==> config.mk <==
export PLATFORM = sky130hd
export DESIGN_NAME = freq_meter_seq_flat
export DESIGN_NICKNAME = d
export VERILOG_FILES = /design/src/rtl/freq_meter_seq_pkg.sv /design/src/rtl/freq_meter_seq_if.sv /design/src/rtl/freq_meter_seq_div.sv /design/src/rtl/freq_meter_seq.sv /design/src/flat_wrapper.sv
export SDC_FILE = /design/constraint.sdc
export NUM_CORES = 2
export LEC_CHECK = 0
export CORE_MARGIN = 1
export CORE_UTILIZATION = 53
export DETAILED_ROUTE_END_ITERATION = 10
export PLACE_DENSITY_LB_ADDON = 0.2
export SYNTH_ARGS = -nofsm -noshare
export SYNTH_HDL_FRONTEND = slang
export SYNTH_HIERARCHICAL = 1
export SYNTH_SLANG_ARGS = --single-unit
==> constraint.sdc <==
create_clock -name sys_clk -period 6.7 [get_ports sys_clk]
set_clock_uncertainty 0.15 [all_clocks]
set_input_delay 2.01 -clock sys_clk [delete_from_list [all_inputs] [get_ports sys_clk]]
set_output_delay 2.01 -clock sys_clk [all_outputs]
set_load 0.03 [all_outputs]
==> src/rtl/freq_meter_seq_pkg.sv <==
// Shared types and default widths for the frequency-meter measurement sequencer.
package freq_meter_pkg;

    localparam int CLK_STAND_FREQ = 100_000_000;
    localparam int CNT_W          = 48;
    localparam int FREQ_W         = 34;
    localparam int NUM_W          = CNT_W + $clog2(CLK_STAND_FREQ);

    typedef enum logic [2:0] {
        IDLE,
        SELECT,
        SETTLE,
        GATE,
        WAIT_CNT,
        DIV,
        OUT
    } state_t;

    // A single-channel build still needs a 1-bit select bus.
    function automatic int ch_width(input int n);
        return (n > 1) ? $clog2(n) : 1;
    endfunction

endpackage

==> src/rtl/freq_meter_seq_if.sv <==
// Datapath (mux select, gate, counts) and result valid/ready signals of the sequencer.
interface freq_meter_seq_if #(
    parameter int NCH    = 4,
    parameter int CNT_W  = freq_meter_pkg::CNT_W,
    parameter int FREQ_W = freq_meter_pkg::FREQ_W
);
    import freq_meter_pkg::*;

    localparam int CH_W = ch_width(NCH);

    logic [CH_W-1:0]   ch_sel;
    logic              gate_open;
    logic              cnt_valid;
    logic [CNT_W-1:0]  cnt_test;
    logic [CNT_W-1:0]  cnt_stand;
    logic              res_valid;
    logic              res_ready;
    logic [FREQ_W-1:0] res_freq;
    logic [CH_W-1:0]   res_ch;
    logic              res_err;
    logic              res_ovf;

    modport master (
        output ch_sel, gate_open, res_valid, res_freq, res_ch, res_err, res_ovf,
        input  cnt_valid, cnt_test, cnt_stand, res_ready
    );

    modport slave (
        input  ch_sel, gate_open, res_valid, res_freq, res_ch, res_err, res_ovf,
        output cnt_valid, cnt_test, cnt_stand, res_ready
    );

endinterface

==> src/rtl/freq_meter_seq_div.sv <==
// Restoring divider: one quotient bit per cycle, done pulses NUM_W+1 cycles after start.
module freq_div_seq #(
    parameter int NUM_W = freq_meter_pkg::NUM_W,
    parameter int DEN_W = freq_meter_pkg::CNT_W
) (
    input  logic             clk,
    input  logic             rst_n,
    input  logic             clear,
    input  logic             start,
    input  logic [NUM_W-1:0] num,
    input  logic [DEN_W-1:0] den,
    output logic             done,
    output logic [NUM_W-1:0] quo,
    output logic             div0
);
    import freq_meter_pkg::*;

    localparam int BC_W = $clog2(NUM_W + 1);

    logic [NUM_W-1:0] quo_reg;
    logic [DEN_W-1:0] rem_reg;
    logic [DEN_W-1:0] den_reg;
    logic [BC_W-1:0]  bit_cnt_reg;
    logic             run_reg;
    logic             done_reg;
    logic             div0_reg;

    logic [DEN_W:0]   shifted;
    logic [DEN_W:0]   diff;
    logic             fits;

    // quo_reg shifts numerator bits out of the top while quotient bits enter at the bottom.
    assign shifted = {rem_reg, quo_reg[NUM_W-1]};
    assign fits    = (shifted >= {1'b0, den_reg});
    assign diff    = shifted - {1'b0, den_reg};

    always_ff @(posedge clk or negedge rst_n) begin
        if (!rst_n) begin
            quo_reg     <= '0;
            rem_reg     <= '0;
            den_reg     <= '0;
            bit_cnt_reg <= '0;
            run_reg     <= 1'b0;
            done_reg    <= 1'b0;
            div0_reg    <= 1'b0;
        end else if (clear) begin
            quo_reg     <= '0;
            rem_reg     <= '0;
            bit_cnt_reg <= '0;
            run_reg     <= 1'b0;
            done_reg    <= 1'b0;
            div0_reg    <= 1'b0;
        end else begin
            done_reg <= 1'b0;
            if (start) begin
                if (den == '0) begin
                    quo_reg  <= '0;
                    run_reg  <= 1'b0;
                    done_reg <= 1'b1;
                    div0_reg <= 1'b1;
                end else begin
                    quo_reg     <= num;
                    rem_reg     <= '0;
                    den_reg     <= den;
                    bit_cnt_reg <= BC_W'(NUM_W);
                    run_reg     <= 1'b1;
                    div0_reg    <= 1'b0;
                end
            end else if (run_reg) begin
                quo_reg     <= {quo_reg[NUM_W-2:0], fits};
                rem_reg     <= fits ? diff[DEN_W-1:0] : shifted[DEN_W-1:0];
                bit_cnt_reg <= bit_cnt_reg - 1'b1;
                if (bit_cnt_reg == BC_W'(1)) begin
                    run_reg  <= 1'b0;
                    done_reg <= 1'b1;
                end
            end
        end
    end

    assign done = done_reg;
    assign quo  = quo_reg;
    assign div0 = div0_reg;

endmodule

==> src/rtl/freq_meter_seq.sv <==
// Round-robin measurement sequencer: selects a channel, times settle/gate, divides CLK*X/Y.
module freq_meter_seq #(
    parameter int NCH            = 4,
    parameter int CNT_W          = freq_meter_pkg::CNT_W,
    parameter int FREQ_W         = freq_meter_pkg::FREQ_W,
    parameter int CLK_STAND_FREQ = freq_meter_pkg::CLK_STAND_FREQ,
    parameter int GATE_CYC       = 100_000_000,
    parameter int SETTLE_CYC     = 1024,
    parameter int TIMEOUT_CYC    = 200_000_000
) (
    input  logic                  sys_clk,
    input  logic                  sys_rst_n,
    input  logic                  enable,
    input  logic [NCH-1:0]        ch_mask,
    output logic                  busy,
    freq_meter_seq_if.master      bus
);
    import freq_meter_pkg::*;

    localparam int CH_W  = ch_width(NCH);
    localparam int NUM_W = CNT_W + $clog2(CLK_STAND_FREQ);

    state_t            state_reg,    state_next;
    logic [CH_W-1:0]   ptr_reg,      ptr_next;
    logic [CH_W-1:0]   ch_sel_reg,   ch_sel_next;
    logic [31:0]       tmr_reg,      tmr_next;
    logic [CNT_W-1:0]  x_reg,        x_next;
    logic [CNT_W-1:0]  y_reg,        y_next;
    logic [FREQ_W-1:0] freq_reg,     freq_next;
    logic              err_reg,      err_next;
    logic              ovf_reg,      ovf_next;
    logic              start_reg,    start_next;

    logic              div_clear;
    logic              div_done;
    logic              div_zero;
    logic [NUM_W-1:0]  div_quo;
    logic [NUM_W-1:0]  num;
    logic [CH_W-1:0]   pick;

    function automatic logic [CH_W-1:0] first_from(input logic [NCH-1:0] mask,
                                                   input logic [CH_W-1:0] from);
        logic [CH_W-1:0] sel;
        logic [CH_W-1:0] idx_c;
        logic            found;
        int              idx;
        sel   = from;
        found = 1'b0;
        for (int i = 0; i < NCH; i++) begin
            idx = int'(from) + i;
            if (idx >= NCH) idx = idx - NCH;
            idx_c = CH_W'(idx);
            if (!found && mask[idx_c]) begin
                sel   = idx_c;
                found = 1'b1;
            end
        end
        return sel;
    endfunction

    assign pick = first_from(ch_mask, ptr_reg);
    assign num  = NUM_W'(CLK_STAND_FREQ) * NUM_W'(x_reg);

    freq_div_seq #(
        .NUM_W (NUM_W),
        .DEN_W (CNT_W)
    ) u_div (
        .clk   (sys_clk),
        .rst_n (sys_rst_n),
        .clear (div_clear),
        .start (start_reg),
        .num   (num),
        .den   (y_reg),
        .done  (div_done),
        .quo   (div_quo),
        .div0  (div_zero)
    );

    always_comb begin
        state_next  = state_reg;
        ptr_next    = ptr_reg;
        ch_sel_next = ch_sel_reg;
        tmr_next    = tmr_reg;
        x_next      = x_reg;
        y_next      = y_reg;
        freq_next   = freq_reg;
        err_next    = err_reg;
        ovf_next    = ovf_reg;
        start_next  = 1'b0;
        div_clear   = 1'b0;

        case (state_reg)
            IDLE: begin
                if (enable && (ch_mask != '0)) state_next = SELECT;
            end
            SELECT: begin
                if (ch_mask == '0) begin
                    state_next = IDLE;
                end else begin
                    ch_sel_next = pick;
                    ptr_next    = (pick == CH_W'(NCH - 1)) ? '0 : pick + 1'b1;
                    tmr_next    = '0;
                    state_next  = SETTLE;
                end
            end
            SETTLE: begin
                if (!enable) begin
                    state_next = IDLE;
                end else if (tmr_reg == 32'(SETTLE_CYC - 1)) begin
                    tmr_next   = '0;
                    state_next = GATE;
                end else begin
                    tmr_next = tmr_reg + 32'd1;
                end
            end
            GATE: begin
                if (!enable) begin
                    state_next = IDLE;
                end else if (tmr_reg == 32'(GATE_CYC - 1)) begin
                    tmr_next   = '0;
                    state_next = WAIT_CNT;
                end else begin
                    tmr_next = tmr_reg + 32'd1;
                end
            end
            WAIT_CNT: begin
                if (!enable) begin
                    state_next = IDLE;
                end else if (bus.cnt_valid) begin
                    x_next     = bus.cnt_test;
                    y_next     = bus.cnt_stand;
                    start_next = 1'b1;
                    state_next = DIV;
                end else if (tmr_reg == 32'(TIMEOUT_CYC - 1)) begin
                    freq_next  = '0;
                    err_next   = 1'b1;
                    ovf_next   = 1'b0;
                    state_next = OUT;
                end else begin
                    tmr_next = tmr_reg + 32'd1;
                end
            end
            DIV: begin
                if (!enable) begin
                    div_clear  = 1'b1;
                    state_next = IDLE;
                end else if (div_done) begin
                    if (div_zero) begin
                        freq_next = '0;
                        err_next  = 1'b1;
                        ovf_next  = 1'b0;
                    end else if (div_quo[NUM_W-1:FREQ_W] != '0) begin
                        freq_next = '1;
                        err_next  = 1'b0;
                        ovf_next  = 1'b1;
                    end else begin
                        freq_next = div_quo[FREQ_W-1:0];
                        err_next  = 1'b0;
                        ovf_next  = 1'b0;
                    end
                    state_next = OUT;
                end
            end
            OUT: begin
                // A dropped enable only takes effect once the pending result is taken.
                if (bus.res_ready) state_next = enable ? SELECT : IDLE;
            end
            default: state_next = IDLE;
        endcase
    end

    always_ff @(posedge sys_clk or negedge sys_rst_n) begin
        if (!sys_rst_n) begin
            state_reg  <= IDLE;
            ptr_reg    <= '0;
            ch_sel_reg <= '0;
            tmr_reg    <= '0;
            x_reg      <= '0;
            y_reg      <= '0;
            freq_reg   <= '0;
            err_reg    <= 1'b0;
            ovf_reg    <= 1'b0;
            start_reg  <= 1'b0;
        end else begin
            state_reg  <= state_next;
            ptr_reg    <= ptr_next;
            ch_sel_reg <= ch_sel_next;
            tmr_reg    <= tmr_next;
            x_reg      <= x_next;
            y_reg      <= y_next;
            freq_reg   <= freq_next;
            err_reg    <= err_next;
            ovf_reg    <= ovf_next;
            start_reg  <= start_next;
        end
    end

    assign busy          = (state_reg != IDLE);
    assign bus.gate_open = (state_reg == GATE);
    assign bus.res_valid = (state_reg == OUT);
    assign bus.ch_sel    = ch_sel_reg;
    assign bus.res_ch    = ch_sel_reg;
    assign bus.res_freq  = freq_reg;
    assign bus.res_err   = err_reg;
    assign bus.res_ovf   = ovf_reg;

endmodule

==> src/flat_wrapper.sv <==
// flat-port wrapper written by rule: the top's interface ports become plain ports
module freq_meter_seq_flat import freq_meter_pkg::*;
#(
    parameter int NCH            = 4,
    parameter int CNT_W          = freq_meter_pkg::CNT_W,
    parameter int FREQ_W         = freq_meter_pkg::FREQ_W,
    parameter int CLK_STAND_FREQ = freq_meter_pkg::CLK_STAND_FREQ,
    parameter int GATE_CYC       = 100_000_000,
    parameter int SETTLE_CYC     = 1024,
    parameter int TIMEOUT_CYC    = 200_000_000
)
  (sys_clk, sys_rst_n, enable, ch_mask, busy, bus_ch_sel, bus_gate_open, bus_res_valid, bus_res_freq, bus_res_ch, bus_res_err, bus_res_ovf, bus_cnt_valid, bus_cnt_test, bus_cnt_stand, bus_res_ready);
  freq_meter_seq_if #(.NCH(NCH), .CNT_W(CNT_W), .FREQ_W(FREQ_W)) bus_i ();
  input  logic sys_clk;
  input  logic sys_rst_n;
  input  logic enable;
  input  logic [NCH-1:0] ch_mask;
  output logic busy;
  output wire logic [$bits(bus_i.ch_sel)-1:0] bus_ch_sel;
  output wire logic [$bits(bus_i.gate_open)-1:0] bus_gate_open;
  output wire logic [$bits(bus_i.res_valid)-1:0] bus_res_valid;
  output wire logic [$bits(bus_i.res_freq)-1:0] bus_res_freq;
  output wire logic [$bits(bus_i.res_ch)-1:0] bus_res_ch;
  output wire logic [$bits(bus_i.res_err)-1:0] bus_res_err;
  output wire logic [$bits(bus_i.res_ovf)-1:0] bus_res_ovf;
  input wire logic [$bits(bus_i.cnt_valid)-1:0] bus_cnt_valid;
  input wire logic [$bits(bus_i.cnt_test)-1:0] bus_cnt_test;
  input wire logic [$bits(bus_i.cnt_stand)-1:0] bus_cnt_stand;
  input wire logic [$bits(bus_i.res_ready)-1:0] bus_res_ready;
  assign bus_ch_sel = bus_i.ch_sel;
  assign bus_gate_open = bus_i.gate_open;
  assign bus_res_valid = bus_i.res_valid;
  assign bus_res_freq = bus_i.res_freq;
  assign bus_res_ch = bus_i.res_ch;
  assign bus_res_err = bus_i.res_err;
  assign bus_res_ovf = bus_i.res_ovf;
  assign bus_i.cnt_valid = bus_cnt_valid;
  assign bus_i.cnt_test = bus_cnt_test;
  assign bus_i.cnt_stand = bus_cnt_stand;
  assign bus_i.res_ready = bus_res_ready;
  freq_meter_seq #(.NCH(NCH), .CNT_W(CNT_W), .FREQ_W(FREQ_W), .CLK_STAND_FREQ(CLK_STAND_FREQ), .GATE_CYC(GATE_CYC), .SETTLE_CYC(SETTLE_CYC), .TIMEOUT_CYC(TIMEOUT_CYC)) u_core (.sys_clk(sys_clk), .sys_rst_n(sys_rst_n), .enable(enable), .ch_mask(ch_mask), .busy(busy), .bus(bus_i));
endmodule
=== After elaboration in Yosys (flattened, before gate mapping) ===
Index checks and enable logic that the tools add are counted.

* Magnitude comparators: 9
* Multiplexer cells: 96
* Equality and inequality tests: 27
* Multiply operators: 1
* Bitwise gates (word level): 3
* $add $sub $neg: 11
* Reduce and logical (&&, ||, !) cells: 24

{| class="wikitable"
|+ Operator list
! operator !! count
|-
| 2-to-1 mux 75 bit || 4
|-
| 2-to-1 mux 32 bit || 8
|-
| 2-to-1 mux 48 bit || 5
|-
| 2-to-1 mux 34 bit || 7
|-
| case mux 32 bit (4 select lines) || 1
|-
| case mux 34 bit (2 select lines) || 1
|-
| multiplier 19 x 48 -> 67 bit (first input constant) || 1
|-
| greater-or-equal comparator 49 x 48 -> 1 bit || 1
|-
| zero test 48 bit || 1
|-
| subtractor 48 bit || 1
|-
| nonzero test 41 bit || 1
|-
| 2-to-1 mux 1 bit || 38
|-
| 2-to-1 mux 3 bit || 11
|-
| adder 32 x 1 -> 32 bit (second input constant) || 1
|-
| equality test 32 x 10 -> 1 bit (second input constant) || 1
|-
| equality test 32 x 27 -> 1 bit (second input constant) || 1
|-
| equality test 32 x 28 -> 1 bit (second input constant) || 1
|-
| 2-to-1 mux 7 bit || 4
|-
| case mux 3 bit (7 select lines) || 1
|-
| 2-to-1 mux 2 bit || 10
|-
| inequality test 2 bit (second input constant) || 8
|-
| less-than comparator 2 x 3 -> 1 bit (second input constant) || 4
|-
| AND reduction 6 bit || 2
|-
| equality test 3 bit (second input constant) || 3
|-
| 28 further kinds || 55
|}

* Output and inout port bits: 43
* Flip-flop bits (word level): 353

=== Longest topological paths before layout ===
* Depth in word-level cells: 16
* Mapped depth: 25
* Gate-level depth less buffers: 24

=== By module ===
Netlist, hierarchy kept.

{| class="wikitable"
|+ Modules (own cells, without submodules)
! module !! area each (µm²) !! instances !! cells each !! sequential area each (µm²)
|-
| freq_meter_seq || 24907.6 || 1 || 2458 || 4304.1
|-
| freq_div_seq || 11451.0 || 1 || 1356 || 4529.3
|}

=== Worst setup path after synthesis ===
OpenSTA, ideal clock, no wires.

* Path kind: reg-to-reg
* Start point: register u_core.x_reg[9]
* End point: register u_core.u_div.quo_reg[67], in the netlist u_core/u_div/quo[67]
* Path slack: 278 ps
* Stages on the path, launching flop included: 23
* Arrival time: 6140 ps
* Required time: 6418 ps
* Library setup time: 132 ps
* Buffers on the path: 1
* Cells stage by stage: dfrtp_1 > inv_1 > fa_1 > fa_1 > inv_1 > fa_1 > fa_1 > fa_1 > inv_1 > fa_1 > inv_1 > ha_1 > clkbuf_1 > nand4_1 > or2_1 > o31a_2 > o2111a_1 > o41ai_2 > a311o_1 > a41oi_1 > xnor2_1 > a31oi_1 > nor2_1

* Word-level cells in the longest chain between the ends: 4

{| class="wikitable"
|+ RTL lines
! item !! RTL line !! text
|-
| from (decl) || freq_meter_seq.sv:27 || <nowiki>logic [CNT_W-1:0] x_reg, x_next;</nowiki>
|-
| from (signal assigned) || freq_meter_seq.sv:189 || <nowiki>x_reg <= x_next;</nowiki>
|-
| multiplier 19 x 48 -> 67 bit || freq_meter_seq.sv:62 || <nowiki>assign num = NUM_W'(CLK_STAND_FREQ) * NUM_W'(x_reg);</nowiki>
|-
| net u_core.num[67] || freq_meter_seq.sv:38 || <nowiki>logic [NUM_W-1:0] num;</nowiki>
|-
| 2-to-1 mux 75 bit || freq_meter_seq_div.sv:56 || <nowiki>if (den == '0) begin</nowiki>
|-
| 2-to-1 mux 75 bit || freq_meter_seq_div.sv:55 || <nowiki>if (start) begin</nowiki>
|-
| 2-to-1 mux 75 bit || freq_meter_seq_div.sv:46 || <nowiki>end else if (clear) begin</nowiki>
|-
| to (signal assigned) || freq_meter_seq_div.sv:62 || <nowiki>quo_reg <= num;</nowiki>
|-
| to (signal assigned) || freq_meter_seq_div.sv:70 || <nowiki>quo_reg <= {quo_reg[NUM_W-2:0], fits};</nowiki>
|-
| to (decl) || freq_meter_seq_div.sv:20 || <nowiki>logic [NUM_W-1:0] quo_reg;</nowiki>
|}

The timed path passes the listed nets, and every way through them passes these cells.
A chain may end at the register's enable or synchronous reset.

=== Worst setup path in the final report ===
* Start point: register u_core.x_reg[10]
* End point: register u_core.u_div.quo_reg[67], in the netlist u_core/u_div/quo[67]

The elaborated chain is that of the path after synthesis.

==> out/results.tsv <==
stage	metric	value	unit
status	run status	completed	
timing	worst hold margin	0.3363	ns
routing	Vias per Instance	5.502	
routing	drt total wl	88490	um
timing	Worst Tran Pin Value	1.244	ns
setup_path	most frequent CP cell	fa_1	
cells_and_area	most frequent cells in the layout	inv_1 (660), fa_1 (420), dfrtp_1 (335)	
grt	largest net degree at the start of global routing	152	
floorplan	Initial Util	53.85	%
floorplan	Core Area	0.06751	sq mm
grt	vias in the first global route	28090	
clock_network	cts hold-fix bufs	0	
floorplan	# rows	95	
clock_network	CTS tree	built	
setup_path	CP cell instances	buf_6 -> ha_4 -> inv_2 -> fa_1 -> inv_2 -> fa_1 -> fa_1 -> fa_1 -> inv_1 -> fa_1 -> inv_2 -> ha_4 -> nand3_2 -> o211ai_1 -> a311oi_2 -> o31a_2 -> o2111a_2 -> o41ai_4 -> a311o_1 -> a41oi_2 -> xnor2_1 -> a31oi_1 -> nor2_1	
synth	Synth Cell Area	0.03636	sq mm
floorplan	die height	263.9	um
timing	Final Critical Period	6.483	ns
synth	largest area contributor in the netlist	dfrtp_1	
timing	RSZ-0062 raised after global routing	true	
cells_and_area	Final #Nets	4882	
clock_network	Sinks on Clock Net	353	
clock_network	clk root buf	clkbuf_16	
timing	fin crit share	96.76	%
setup_path	CP Launch Type	register	
routing	Post-DRT Antenna Nets	0	
synth	sequential area share after synthesis	24.30	%
placed_design	gpl congestion	0.9616	
routing	wire per inst	18.02	um
timing	final hold vios	0	
setup_path	WP buf/inv	5	
routing	detailed-route via count	27020	
synth	Synth Register Bits	353	
hold_path	worst hold path type	reg2reg	
clock_network	Max clock buf depth	3	
timing	Max-slew headroom	17.07	%
placed_design	Port Buffers	147	
setup_path	crit-path max cell delay	0.56	ns
setup_path	cell family with most CP delay	adder cells	
synth	Post-Syn Area per Cell	9.533	sq um
synth	most frequently used flop master after synthesis	dfrtp_1	
timing	fin. max-slew vios	0	
setup_path	Worst Path Required	7.00	ns
setup_path	Critical Path AT	6.78	ns
setup_path	worst-path maximum fanout	7	
cells_and_area	diode count	0	
cells_and_area	FILL cells	5716	
synth	Yosys cell types	81	
clock_network	CTS clock-pin slew for the worst setup and hold paths	0.06	ns
setup_path	Critical Path End Type	register	
cells_and_area	commonest non-fill, non-tap cell in the layout	inv_1	
grt	initial antenna violation count	0	
grt	GR Util All Layers	26.07	%
synth	Syn. warnings	6	
setup_path	crit path max-delay cell type	fa_1	
routing	# DRC	0	
timing	Final setup viols	0	
clock_network	worst skew pair latency	0.59	ns
floorplan	IO Pins	148	
synth	Async S/R FF share, synth	100.0	%
floorplan	width of the die	263.9	um
placed_design	dpl hpwl	69850	um
routing	DRT iter0 DRCs	1951	
grt	total congestion overflow	0	
clock_network	H-tree depth	2	
clock_network	clock buffer count from CTS	43	
cells_and_area	max FFs per register	75	
setup_path	crit path kind	reg2reg	
grt	first-pass GRT wire length	146500	um
floorplan	die area	0.06965	sq mm
timing	highest clock rate	0.1542	GHz
cells_and_area	share of cells above drive strength 1	11.44	%
synth	Area contributors post-synth	dfrtp_1 (24%), fa_1 (24%), ha_1 (12%), inv_1 (7.0%), mux2_2 (3.2%)	
synth	post-synth top area share	24.30	%
synth	Cells after Synth	3814	
routing	Initial DRT Pass Iterations	5	
flow_run	Max Cap Viol	0	
cells_and_area	P&R area growth vs syn	14.34	%
synth	EDFF count, synth	0	
==> path summary, 6_finish.rpt <==
| path | from | to | slack (ns) | depth (start not counted) |
|---|---|---|---|---|
| min in group asynchronous | sys_rst_n | u_core/x_reg[5] | 1.17 | 1 |
| max in group asynchronous | sys_rst_n | u_core/u_div/den_reg[6] | 3.99 | 2 |
| setup reg to reg | u_core/x_reg[10] | u_core/u_div/quo[67] | 0.22 | 23 |
| hold reg to reg | u_core/bus.res_freq[19] | u_core/bus.res_freq[19] | 0.34 | 2 |
| setup / recovery | u_core/x_reg[10] | u_core/u_div/quo[67] | 0.22 | 23 |
| hold / removal | u_core/bus.res_freq[19] | u_core/bus.res_freq[19] | 0.34 | 2 |
==> per-layer routing <==
metal | global-route usage [%] | up-vias | share of wire (%)
met2 | 43.17 | 559 | 48
met3 | 2.918 | 121 | 3.9
met4 | 7.087 | 0 | 2.4
met1 | 36.39 | 13340 | 46
met5 | 0 | - | 0
li1 | - | 13000 | -
==> final cells by class <==
class / instances / area [sq um] / area share, %
Inverter: 677 / 2546 / 6.125
Clock buffer: 59 / 1289 / 3.100
Tap cell: 873 / 1092 / 2.627
Multi-Input combinational cell: 2632 / 24840 / 59.76
Timing Repair Buffer: 298 / 2655 / 6.386
Clock inverter: 19 / 287.8 / 0.6922
Sequential cell: 353 / 8861 / 21.31
==> per-stage QoR <==
stage               setup slack [ns]  TNS (ns)  util, %  instances  cell area [sq um]
floorplan                     0.2781         0        -       3821              36380
detailed placement          -0.09610   -0.2148    58.29       4813              39350
global route                -0.05613   -0.1281    61.58       4911              41570
CTS                         -0.01409  -0.01409    60.66       4892              40960
global placement             0.03113         0    58.29       4813              39350
finish                        0.2168         0    61.58       4911              41570
==> worst reg2reg max path, stage by stage, from the launching register on <==
cell and delay (ns):
dfrtp_2 0.44, buf_6 0.13, ha_4 0.27, inv_2 0.04, fa_1 0.54, inv_2 0.04
fa_1 0.56, fa_1 0.46, fa_1 0.51, inv_1 0.05, fa_1 0.52, inv_2 0.05
ha_4 0.29, nand3_2 0.06, o211ai_1 0.29, a311oi_2 0.09, o31a_2 0.34, o2111a_2 0.31
o41ai_4 0.36, a311o_1 0.32, a41oi_2 0.14, xnor2_1 0.16, a31oi_1 0.17, nor2_1 0.05
==> timing repair <==
item	in CTS	in global routing
hold endpoints to repair	0	0
gates resized for setup	4	109
buffers inserted	1	19
setup endpoints to repair	5	24
pin swaps	2	44
==> cell usage after synthesis, types with 5 or more instances <==
cell	n
nor2b_1	16
nand4_1	50
dfrtp_1	353
o21a_1	21
a22o_1	11
buf_2	15
a22oi_1	7
and2_1	13
a221o_1	5
o211ai_1	13
a211oi_1	9
buf_1	15
or2_2	5
nor2_1	306
a21oi_1	149
a21boi_0	6
xor2_1	55
mux2i_1	91
a41oi_1	8
or3_1	7
o31a_1	6
fa_1	430
o21ai_1	64
nand2b_1	8
inv_1	677
or4_1	6
mux2_2	104
nor3b_1	5
nand3_1	52
and3_1	28
o22ai_1	6
buf_4	6
xnor2_1	71
o31ai_1	14
a31oi_1	92
nor4_1	34
o21bai_1	27
a21o_1	74
clkbuf_1	120
ha_1	342
nor3_1	36
nand2_1	220
and4_1	7
o21ai_0	157
==> logic make-up after synthesis <==
| family | after synthesis | share of synthesized area [%] |
|---|---|---|
| other | 1 | 0.01031 |
| AO/OA/AOI/OAI | 718 | 12.40 |
| multiplexers | 195 | 5.726 |
| flip-flops | 353 | 24.30 |
| AND/OR/NAND/NOR | 813 | 10.28 |
| XOR/XNOR | 126 | 3.035 |
| adder cells (fa/ha/maj) | 772 | 35.45 |
| buffers and inverters | 836 | 8.806 |
Power is not shown: default switching activity piles up to over one toggle a cycle in this logic, so the estimate is an artifact.
